--- src/rtl/uart_tx_buffered_if.sv ---
// Write-side and serial-side signals of the buffered UART transmitter.
//   master: drives wr_en/wr_data, observes status and the serial line.
//   slave : the transmitter itself.
//   wr_en, wr_data       byte push request (pushed when wr_en=1 and full=0)
//   full, empty          FIFO occupancy flags
//   overflow             one-cycle pulse when a write hits a full FIFO
//   busy, tx_done_tick   frame in progress / one-cycle end-of-stop pulse
//   tx                   serial line, idle high
interface uart_tx_buffered_if #(
  parameter int DBITS = 8
);
  logic             wr_en;
  logic [DBITS-1:0] wr_data;
  logic             full;
  logic             empty;
  logic             overflow;
  logic             busy;
  logic             tx_done_tick;
  logic             tx;

  modport master (
    output wr_en, wr_data,
    input  full, empty, overflow, busy, tx_done_tick, tx
  );

  modport slave (
    input  wr_en, wr_data,
    output full, empty, overflow, busy, tx_done_tick, tx
  );
endinterface

--- src/rtl/uart_tx_buffered.sv ---
// 8N1 UART transmitter with a small write FIFO. Serializes LSB first,
// timed by a 16x oversampling tick from an external baud generator.
//   clk_50MHz  system clock, rising edge
//   reset_n    asynchronous active-low reset; discards queued bytes
//   tick       one-cycle oversampling strobe, 16 per bit
//   bus        uart_tx_buffered_if.slave (write port, flags, serial line)
module uart_tx_buffered #(
  parameter int DBITS   = 8,
  parameter int SB_TICK = 16,
  parameter int FIFO_AW = 2
) (
  input  logic              clk_50MHz,
  input  logic              reset_n,
  input  logic              tick,
  uart_tx_buffered_if.slave bus
);
  localparam int DEPTH = 1 << FIFO_AW;
  localparam int NW    = (DBITS > 1) ? $clog2(DBITS) : 1;

  localparam logic [3:0]       S_LAST  = 4'd15;
  localparam logic [3:0]       SB_LAST = 4'(SB_TICK - 1);
  localparam logic [NW-1:0]    N_LAST  = NW'(DBITS - 1);
  localparam logic [FIFO_AW:0] CNT_MAX = (FIFO_AW+1)'(DEPTH);

  typedef enum logic [1:0] {IDLE, START, DATA, STOP} state_t;

  state_t            state_q, state_d;
  logic [3:0]        s_q, s_d;
  logic [NW-1:0]     n_q, n_d;
  logic [DBITS-1:0]  b_q, b_d;
  logic              tx_q, tx_d;

  logic [DBITS-1:0]  mem_q [DEPTH];
  logic [FIFO_AW-1:0] wptr_q, rptr_q;
  logic [FIFO_AW:0]  cnt_q;

  logic push, pop, full, empty, done;

  // full is the pre-pop view, so a write in the cycle of a pop from a
  // full FIFO is still refused.
  assign full  = (cnt_q == CNT_MAX);
  assign empty = (cnt_q == '0);
  assign push  = bus.wr_en & ~full;

  // ---------------- FIFO ----------------
  always_ff @(posedge clk_50MHz) begin
    if (push) mem_q[wptr_q] <= bus.wr_data;
  end

  always_ff @(posedge clk_50MHz or negedge reset_n) begin
    if (!reset_n) begin
      wptr_q <= '0;
      rptr_q <= '0;
      cnt_q  <= '0;
    end else begin
      if (push) wptr_q <= wptr_q + 1'b1;
      if (pop)  rptr_q <= rptr_q + 1'b1;
      case ({push, pop})
        2'b10:   cnt_q <= cnt_q + 1'b1;
        2'b01:   cnt_q <= cnt_q - 1'b1;
        default: cnt_q <= cnt_q;
      endcase
    end
  end

  // ---------------- FSM ----------------
  always_ff @(posedge clk_50MHz or negedge reset_n) begin
    if (!reset_n) begin
      state_q <= IDLE;
      s_q     <= '0;
      n_q     <= '0;
      b_q     <= '0;
      tx_q    <= 1'b1;
    end else begin
      state_q <= state_d;
      s_q     <= s_d;
      n_q     <= n_d;
      b_q     <= b_d;
      tx_q    <= tx_d;
    end
  end

  always_comb begin
    state_d = state_q;
    s_d     = s_q;
    n_d     = n_q;
    b_d     = b_q;
    pop     = 1'b0;
    done    = 1'b0;
    case (state_q)
      IDLE: begin
        if (!empty) begin
          pop     = 1'b1;
          b_d     = mem_q[rptr_q];
          s_d     = '0;
          state_d = START;
        end
      end
      START: begin
        if (tick) begin
          if (s_q == S_LAST) begin
            s_d     = '0;
            n_d     = '0;
            state_d = DATA;
          end else begin
            s_d = s_q + 4'd1;
          end
        end
      end
      DATA: begin
        if (tick) begin
          if (s_q == S_LAST) begin
            s_d = '0;
            b_d = b_q >> 1;
            if (n_q == N_LAST) state_d = STOP;
            else               n_d = n_q + 1'b1;
          end else begin
            s_d = s_q + 4'd1;
          end
        end
      end
      STOP: begin
        if (tick) begin
          if (s_q == SB_LAST) begin
            done    = 1'b1;
            state_d = IDLE;
          end else begin
            s_d = s_q + 4'd1;
          end
        end
      end
      default: state_d = IDLE;
    endcase

    // Line level follows the state being entered so tx changes on the same
    // edge as the state and stays glitch-free behind tx_q.
    case (state_d)
      START:   tx_d = 1'b0;
      DATA:    tx_d = b_d[0];
      default: tx_d = 1'b1;
    endcase
  end

  assign bus.full         = full;
  assign bus.empty        = empty;
  assign bus.overflow     = bus.wr_en & full;
  assign bus.busy         = (state_q != IDLE);
  assign bus.tx_done_tick = done;
  assign bus.tx           = tx_q;
endmodule

--- src/flat_wrapper.sv ---
// flat-port wrapper written by rule: the top's interface ports become plain ports
module uart_tx_buffered_flat 
#(
  parameter int DBITS   = 8,
  parameter int SB_TICK = 16,
  parameter int FIFO_AW = 2
)
  (clk_50MHz, reset_n, tick, bus_wr_en, bus_wr_data, bus_full, bus_empty, bus_overflow, bus_busy, bus_tx_done_tick, bus_tx);
  uart_tx_buffered_if #(.DBITS(DBITS)) bus_i ();
  input  logic clk_50MHz;
  input  logic reset_n;
  input  logic tick;
  input wire logic [$bits(bus_i.wr_en)-1:0] bus_wr_en;
  input wire logic [$bits(bus_i.wr_data)-1:0] bus_wr_data;
  output wire logic [$bits(bus_i.full)-1:0] bus_full;
  output wire logic [$bits(bus_i.empty)-1:0] bus_empty;
  output wire logic [$bits(bus_i.overflow)-1:0] bus_overflow;
  output wire logic [$bits(bus_i.busy)-1:0] bus_busy;
  output wire logic [$bits(bus_i.tx_done_tick)-1:0] bus_tx_done_tick;
  output wire logic [$bits(bus_i.tx)-1:0] bus_tx;
  assign bus_i.wr_en = bus_wr_en;
  assign bus_i.wr_data = bus_wr_data;
  assign bus_full = bus_i.full;
  assign bus_empty = bus_i.empty;
  assign bus_overflow = bus_i.overflow;
  assign bus_busy = bus_i.busy;
  assign bus_tx_done_tick = bus_i.tx_done_tick;
  assign bus_tx = bus_i.tx;
  uart_tx_buffered #(.DBITS(DBITS), .SB_TICK(SB_TICK), .FIFO_AW(FIFO_AW)) u_core (.clk_50MHz(clk_50MHz), .reset_n(reset_n), .tick(tick), .bus(bus_i));
endmodule
--- config.mk ---
export PLATFORM = sky130hd
export DESIGN_NAME = uart_tx_buffered_flat
export DESIGN_NICKNAME = d
export VERILOG_FILES = /design/src/rtl/uart_tx_buffered_if.sv /design/src/rtl/uart_tx_buffered.sv /design/src/flat_wrapper.sv
export SDC_FILE = /design/constraint.sdc
export NUM_CORES = 1
export LEC_CHECK = 0
export ABC_CLOCK_PERIOD_IN_PS = 2500
export BUFFER_PORTS_ARGS = -buffer_cell sky130_fd_sc_hd__buf_2
export CAP_MARGIN = 20
export CELL_PAD_IN_SITES_DETAIL_PLACEMENT = 0
export CELL_PAD_IN_SITES_GLOBAL_PLACEMENT = 1
export CORE_MARGIN = 2
export CORE_UTILIZATION = 45
export DETAILED_ROUTE_END_ITERATION = 8
export PLACE_DENSITY = 0.75
export SLEW_MARGIN = 40
export SYNTH_ARGS = -nofsm -noshare
export SYNTH_HDL_FRONTEND = slang
export SYNTH_SLANG_ARGS = --single-unit
--- constraint.sdc ---
create_clock -name clk_50MHz -period 2.5 [get_ports clk_50MHz]
set_input_delay 0.125 -clock clk_50MHz [delete_from_list [all_inputs] [get_ports clk_50MHz]]
set_output_delay 0.125 -clock clk_50MHz [all_outputs]
set_load 0.005 [all_outputs]
==> impl.org, run 1 <==
** Detailed routing
- Post-Route WL :: ~4500 um
- In the routed design, unresolved DRC markers number 0.
- Total number of vias :: 1599
- Detail-routed via count per cell :: ~5.2
- The count of nets left with antenna violations once routing finished came out at 0.
- The first routing iteration left a little over 60 violations.
- In the final routed layout, each cell accounts on average for between 10 and 15 um.
- The first detailed-routing pass ran for 4 iterations.

** Logic synthesis
- Syn. warnings :: 0
- #FFs+latches synth :: 57
- Synth Flop Type :: sky130_fd_sc_hd__edfxtp_1
- The cell area that synthesis handed to floorplanning was 2670 um2.
- In the synthesized netlist, the number of instances is between 150 and 200.
- Yosys mapped a number of flops with a built-in enable equal to 32.
- Async set-or-reset flop fraction in the synthesized netlist :: 43.9%
- Avg Synthesized Cell Area :: about 14 um2
- When the netlist entered floorplanning its net count stood at between 200 and 250.
- Number of distinct library cells after synthesis :: 43
- Sequential area share after synthesis :: between 50% and 60%

** Global routing
- The number of antenna violations at the first check in global routing came to 0.
- In the global route stage, overall resource usage came out at ~16%.
- The first global-routing pass estimated 7760 um of wire.
- Via count of the first global-routing pass :: roughly 1600
- In the global route stage, met2 resource usage came out at around a quarter.
- Most used routing layer :: met2
- Global routing used under 10% of the available met3 tracks.
- Met1 usage in global routing :: a little over a fifth
- Largest net degree at the start of global routing :: 26
- Summed over all layers, the global routing overflow is 0.

** CTS
- Buffers inserted during clock tree synthesis total 9.
- Clock sink count :: 57
- Count of instances resized after the clock tree is built :: 0
- In this run the number of H-tree levels came out at 3.
- Maximum root-to-sink buffer count :: 2
- Clock tree from TritonCTS :: done
- Clock transition at the registers of the reported paths :: about 0.070 ns
- The tree is rooted in a sky130_fd_sc_hd__clkbuf_8.
- Clock latency at the later pin of the worst-skew pair :: between 0.3 and 0.4 ns
- Post-CTS timing repair inserted 0 buffers for setup.
- Hold_buf cts :: 9

** Setup path
- Reg2reg path depth :: 9
- Top cell family by delay on the critical path :: adder cells
- Kind of end point of the critical path :: flip-flop
- Cell with the largest stage delay on the worst path :: sky130_fd_sc_hd__dfrtp_1
- Required time at the endpoint of the critical path :: 2.77 ns
- The worst register-to-register path begins at u_core.state_q[0].
- CP Launch Type :: flip-flop
- Along the worst path, the maximum fanout reaches 5.
- Number of buffer and inverter instances along the worst setup path :: 2
- Chain of cells forming the critical path :: inv_1, ha_1, o31a_1, ha_1, inv_1, fa_1, xor2_1, nor2_1, xor2_1
- Data arrives at the worst endpoint at around 2.4 ns.
- The endpoint identified for the worst register-to-register timing path is u_core.cnt_q[2].
- For this run, the slowest stage of the critical path takes roughly 0.44 ns.
- The critical path in this run is classified as flip-flop to flip-flop.
- In this run the register-to-register setup slack is 0.41 ns.

** Final layout
- Post-Route Utilization :: approximately 54%
- In the final design database the tool counted 253 nets.
- The library cells used most frequently in the layout, excluding fill and tap cells, are sky130_fd_sc_hd__edfxtp_1, sky130_fd_sc_hd__dfrtp_1, sky130_fd_sc_hd__buf_2, sky130_fd_sc_hd__nor2_1, sky130_fd_sc_hd__ha_1.
- Most common library cell in the layout ignoring fill and taps :: sky130_fd_sc_hd__edfxtp_1
- The layout has a little over 500 filler cells.
- Share of layout cells above drive strength 1 :: about a quarter
- Area added between synthesis and finish :: 17.7%
- The number of antenna diodes in the final layout is 0.
- The count of cells in the finished layout, fillers not included, comes to 307.

** Timing
- Headroom to the max-slew limit came out at a little under three fifths.
- Fin Hold WS :: about 0.18 ns
- Summed over all failing endpoints, the final setup total negative slack is 0 ns.
- RSZ-0062 raised after global routing :: no
- The final critical path takes up between 80% and 90% of the cycle.
- Based on the critical path, the design can be clocked at up to ~480 MHz.
- Across the routed clock network, the largest skew measured is ~0.011 ns.
- The count of final hold-check violations came to 0.
- Count of final setup violators :: 0
- Min Clock Period, post-route :: around 2.1 ns
- The count of final max-slew check failures came to 0.
- Worst-margin pin slew :: between 0.6 and 0.7 ns

** Die
- Initial cell density of the core :: ~46%
- Vertical die dimension :: 81.1 um
- The floorplan step defined a die boundary enclosing roughly 6600 um2.
- Chip Width :: about 81 um
- Number of ports placed on the die boundary :: 18
- The floorplan has 28 rows.
- Core footprint :: ~5800 um2

** Pwr
- The analysis attributes to cell leakage a power of around 1.3 nW.
- VDD sags by at most around 0.0006 V.
- Dividing total power by cell area gives a power density of approximately 1100 nW/um2.
- Tot Pwr :: between 3 and 4 mW

** Min path
- Class of the tightest hold or removal check :: input pin to flip-flop
- Worst hold path depth :: 3
- Hold EP :: u_core.s_q[0]
- Startpoint of the most critical hold path :: tick

** Placement
- At the end of routability-driven placement, the weighted congestion stood at roughly 0.68.
- Detail Placement HPWL :: 2970 um
- Number of I/O port buffers :: 17
- After detailed placement, the design holds a cell count of ~280.

** Status
- The run finished with clean final reports.

** Flow run
- Max-capacitance violation count :: 0
## cell families after synthesis
group                    count (synthesis)  share of synthesized area, %
adder cells (fa/ha/maj)                 14                          6.84
XOR/XNOR                                 6                          1.97
AND/OR/NAND/NOR                         49                          9.74
flip-flops                              57                          59.4
multiplexers                            10                          7.49
buffers and inverters                   20                          3.65
AO/OA/AOI/OAI                           38                          10.9
## per-stage QoR
step / cell area (um2) / worst slack, ns
after CTS: 3150 / 0.379
final: 3150 / 0.413
after global placement: 2830 / 0.445
after detailed placement: 2840 / 0.394
after floorplan: 2670 / 0.390
after global routing: 3150 / 0.227
## flip-flops by register name (all words and copies together) (netlist names)
| name | cells |
|---|---|
| u_core.state_q | 2 |
| u_core.b_q | 8 |
| u_core.cnt_q | 3 |
| u_core.n_q | 3 |
| u_core.mem_q | 32 |
| u_core.wptr_q | 2 |
| u_core.rptr_q | 2 |
| u_core.s_q | 4 |
| u_core.bus.tx | 1 |
## where the power goes
group	total (mW)	internal, mW	switching [mW]
Combinational	1.13	0.537	0.593
Clock	0.951	0.560	0.391
Sequential	1.47	1.28	0.189
Total	3.55	2.37	1.17
## worst max path at each step
stage,start,end,slack (ns),cells past startpoint
floorplan,u_core.state_q[0],u_core.cnt_q[2],0.39,10
global placement,u_core.state_q[0],u_core.b_q[7],0.45,6
detailed placement,u_core.state_q[0],u_core.cnt_q[2],0.39,9
CTS,u_core.state_q[0],u_core.cnt_q[2],0.38,9
global route,u_core.state_q[0],u_core.cnt_q[2],0.23,9
finish,u_core.state_q[0],u_core.cnt_q[2],0.41,9
## final cells by class
| type | instances | area (um2) | area share, % |
|---|---|---|---|
| multi-input combinational | 117 | 995 | 31.6 |
| inverter | 12 | 45.0 | 1.43 |
| sequential | 57 | 1590 | 50.5 |
| clock inverter | 7 | 95.1 | 3.02 |
| tap | 75 | 93.8 | 2.98 |
| timing repair buffer | 30 | 205 | 6.52 |
| clock buffer | 9 | 124 | 3.94 |
## synthesized netlist by cell type, drive strengths merged, types with 3 or more instances
library cell / count / share of area (%)
mux4: 8 / 6.7
nand4: 3 / 0.94
nor2: 15 / 2.1
and2: 6 / 1.4
xor2: 3 / 0.98
xnor2: 3 / 0.98
o21ai: 12 / 2.2
dfrtp: 24 / 22
edfxtp: 32 / 36
clkbuf: 4 / 0.66
nand2: 8 / 1.1
a22oi: 6 / 1.7
nor3: 3 / 0.56
ha: 13 / 6.1
a22o: 3 / 0.98
buf: 4 / 1.3
and3: 4 / 0.94
a21oi: 8 / 2.1
nand3: 4 / 0.75
inv: 12 / 1.7
## metal layers
metal  part of all wire [%]  vias to the layer above
li1                       -                      784
met1                     46                      779
met2                     48                       30
met3                    4.3                        6
met4                    1.6                        0
met5                      0                        -
## tightest hold or removal path, cell delays in order
cell and delay [ns]:
sky130_fd_sc_hd__buf_2 0.13, sky130_fd_sc_hd__nand3_1 0.13, sky130_fd_sc_hd__o21ai_0 0.09
(Power assumes the default switching activity.)
==> inputs of run 2 (changes only) <==
Settings changed: ABC_CLOCK_PERIOD_IN_PS 2500 to 1840, PLACE_DENSITY 0.75 to 0.78.
Clock period 2.5 ns to 1.84 ns, I/O delays scaled along.
==> run 2 against run 1 <==
Die area unchanged; sequential share of layout area is 3.0 points lower; global-route usage rose by 0.29 points; final area increased by 6.4%; non-clock buffer count increased by 19; clock skew fell by 0.0024 ns; flip-flop and latch count stayed put; highest routed layer unchanged; critical path type unchanged; clock-buffer cell count unchanged; power rose by 43%; setup slack got worse by 0.38 ns.
==> impl.org, run 2 (same netlist as run 1, synthesis figures left out) <==
** CTS
- Clock tree from TritonCTS :: done
- Clock root buffer :: sky130_fd_sc_hd__clkbuf_8
- The total number of clock tree sinks is 57 (unchanged).
- H-tree depth reported by CTS :: 3 (unchanged)
- Total clock buffers created by CTS :: 9 (unchanged)
- Clock latency at the later pin of the worst-skew pair :: 0.34 ns (about the same)
- Maximum root-to-sink buffer count :: 2 (unchanged)
- The clock slew at the register clock pins of the worst setup and hold paths is 0.07 ns (about the same).

** Detailed routing
- Detail-routed net length per standard cell :: 14.2 um (-3.4%)
- The detailed-routing iteration count for the pre-antenna-repair pass was 4 (unchanged).
- DRC violations left :: 0 (unchanged)
- The ratio of routed vias to standard cells was 5.08 (-2.4%).
- The DRC marker count from the first detailed-route iteration was 49 (-21%).
- Number of antenna-violating nets in the routed design :: 0 (unchanged)
- The via count came to 1657 (+3.6%).
- The total wire length is 4610 um (+2.6%).

** Die
- Chip Width :: 81.1 um (unchanged)
- The initial core utilization came to 46.0% (unchanged).
- The number of top-level design ports was 18 (unchanged).
- The row count was 28 (unchanged).
- The core area is 5820 um2 (unchanged).
- The total die area is 6570 um2 (unchanged).
- The height of the die came to 81.1 um (unchanged).

** Global routing
- Number of antenna violations at the first check in global routing :: 0 (unchanged)
- Total congestion overflow :: 0 (unchanged)
- The wire length of the first global-routing pass is 7980 um (+2.8%).
- Largest net degree at the start of global routing :: 26 (unchanged)
- Via count of the first global-routing pass :: 1722 (+8.4%)
- The overall global routing resource usage was 16.7% (+0.29 points).

** Setup path
- Termination of the worst setup path :: u_core.cnt_q[2]
- CP Launch Type :: flip-flop
- Source of the worst register-to-register timing path :: u_core.state_q[1]
- The depth of the most critical reg-to-reg path came to 9 (unchanged).
- Critical path arrival :: 2.07 ns (-0.29 ns)
- Required time at the endpoint of the critical path :: 2.10 ns (-0.67 ns)
- Worst r2r dst :: u_core.cnt_q[2]
- The critical path is of the flip-flop to flip-flop type.
- Tracing the worst setup path back leads to its startpoint at u_core.state_q[1].
- Kind of end point of the critical path :: flip-flop
- Crit Path Max Fanout :: 2 (-3)
- Minimum setup slack among reg-to-reg paths :: 0.04 ns (-0.38 ns)

** Min path
- In this run the worst hold path is classified as input pin to flip-flop.

** Timing
- Worst-margin pin slew :: 0.592 ns (-0.0722 ns)
- F_max :: 555 MHz (+16%)
- RSZ-0062 raised after global routing :: yes
- Ratio of final minimum period to clock period :: 98.0% (+15 points)
- Hold violation count in the final report :: 0 (unchanged)
- The total negative slack was 0 ns (unchanged).
- The worst clock skew on the final layout came to 0.00833 ns (-0.00238 ns).
- The worst setup margin was 0.0366 ns (-0.377 ns).
- Min Clock Period, post-route :: 1.80 ns (-0.283 ns)
- Final count of pins violating max slew :: 0 (unchanged)
- Count of final setup violators :: 0 (unchanged)
- The worst hold slack across all endpoints is 0.157 ns (-0.0208 ns).
- Slew HR :: 60.5% (+4.9 points)

** Final layout
- The final instance area was 3350 um2 (+6.4%).
- In the layout the commonest cells are sky130_fd_sc_hd__edfxtp_1, sky130_fd_sc_hd__dfrtp_1, sky130_fd_sc_hd__buf_4, sky130_fd_sc_hd__buf_2, sky130_fd_sc_hd__nor2_1.
- Area taken by flip-flops and latches :: 1590 um2 (unchanged)
- Share of layout cells above drive strength 1 :: 33.5% (+9.8 points)
- Cell Count, Final, Fillers Out :: 326 (+6.2%)
- The antenna diode instance count came to 0 (unchanged).
- The final core utilization is 57.6% (+3.5 points).
- The library cell used most frequently in the layout, excluding fill and tap cells, is sky130_fd_sc_hd__edfxtp_1.
- Count of nets after finishing :: 272 (+7.5%)
- Area added between synthesis and finish :: 25.2%
- Number of flip-flops in the largest register :: 32 (unchanged)
- u_core.mem_q holds more flip-flops than any other register.
- The largest registers in the layout are u_core.mem_q x32, u_core.b_q x8, u_core.s_q x4.
- The multi-input logic area came to 1020 um2 (+2.8%).
- Fill cell count :: 494 (-4.3%)

** Placement
- Detail Placement HPWL :: 3160 um (+6.6%)
- The placer's final routability congestion estimate came to 0.746 (+9.4%).
- The number of cells in the design after placement is 297 (+5.3%).
- The post-place setup slack was 0.0138 ns (-0.381 ns).
- The cell area after placement came to 3010 um2 (+6.0%).
- The number of port buffers was 17 (unchanged).

** Pwr
- Leak :: 1.41 nW (+7.8%)
- The power per cell area is 1520 nW/um2 (+35%).
- Tot Pwr :: 5.09 mW (+43%)
- The highest ir drop seen on vdd came to 0.000860 V (+43%).

** Flow run
- The total of max-cap violations is 0 (unchanged).

** Status
- Result of the run :: complete, no violations
[run 2: what timing repair did]
item / in CTS / in global routing
endpoints found under the setup margin: 1 / 5
resized for setup: 0 / 5
setup buffers: 2 / 2
hold buffers: 9 / 0
endpoints found under the hold margin: 56 / 0
pin swaps: 0 / 2
[run 2: worst min-delay path by stage]
stage	start	end	slack, ns	cells past startpoint
floorplan	reset_n	u_core.b_q[0]	-0.20	0
global route	tick	u_core.s_q[1]	0.17	3
CTS	tick	u_core.s_q[1]	0.14	3
finish	tick	u_core.s_q[1]	0.16	3
detailed placement	reset_n	u_core.n_q[2]	0.13	1
global placement	reset_n	u_core.n_q[2]	0.14	1
[run 2: metal layers]
metal  routed length, um  global-route usage [%]
met1                2150                    21.6
met2                2230                    26.1
met3                 145                    4.67
met4                  89                    8.14
met5                   0                       0
[run 2: cell type report]
class / count / share of cell area (%)
clock inverters: 7 / 2.54
well taps: 75 / 2.80
multi-input cells: 117 / 30.5
repair buffers: 49 / 11.6
inverters: 12 / 1.35
clock buffers: 9 / 3.70
flip-flops and latches: 57 / 47.4
[run 2: worst max-delay path: stages, from the launching register on]
cell,delay (ns)
sky130_fd_sc_hd__dfrtp_1,0.40
sky130_fd_sc_hd__inv_2,0.09
sky130_fd_sc_hd__ha_4,0.13
sky130_fd_sc_hd__o31a_1,0.18
sky130_fd_sc_hd__ha_4,0.16
sky130_fd_sc_hd__inv_2,0.04
sky130_fd_sc_hd__fa_2,0.32
sky130_fd_sc_hd__xor2_1,0.16
sky130_fd_sc_hd__nor2_1,0.11
sky130_fd_sc_hd__xor2_1,0.14
[run 2: where the power goes]
part | leakage [nW] | total, mW | internal (mW) | switching [mW]
sequential | 0.605 | 1.93 | 1.73 | 0.197
combinational | 0.695 | 1.95 | 1.00 | 0.948
clock | 0.107 | 1.21 | 0.652 | 0.558
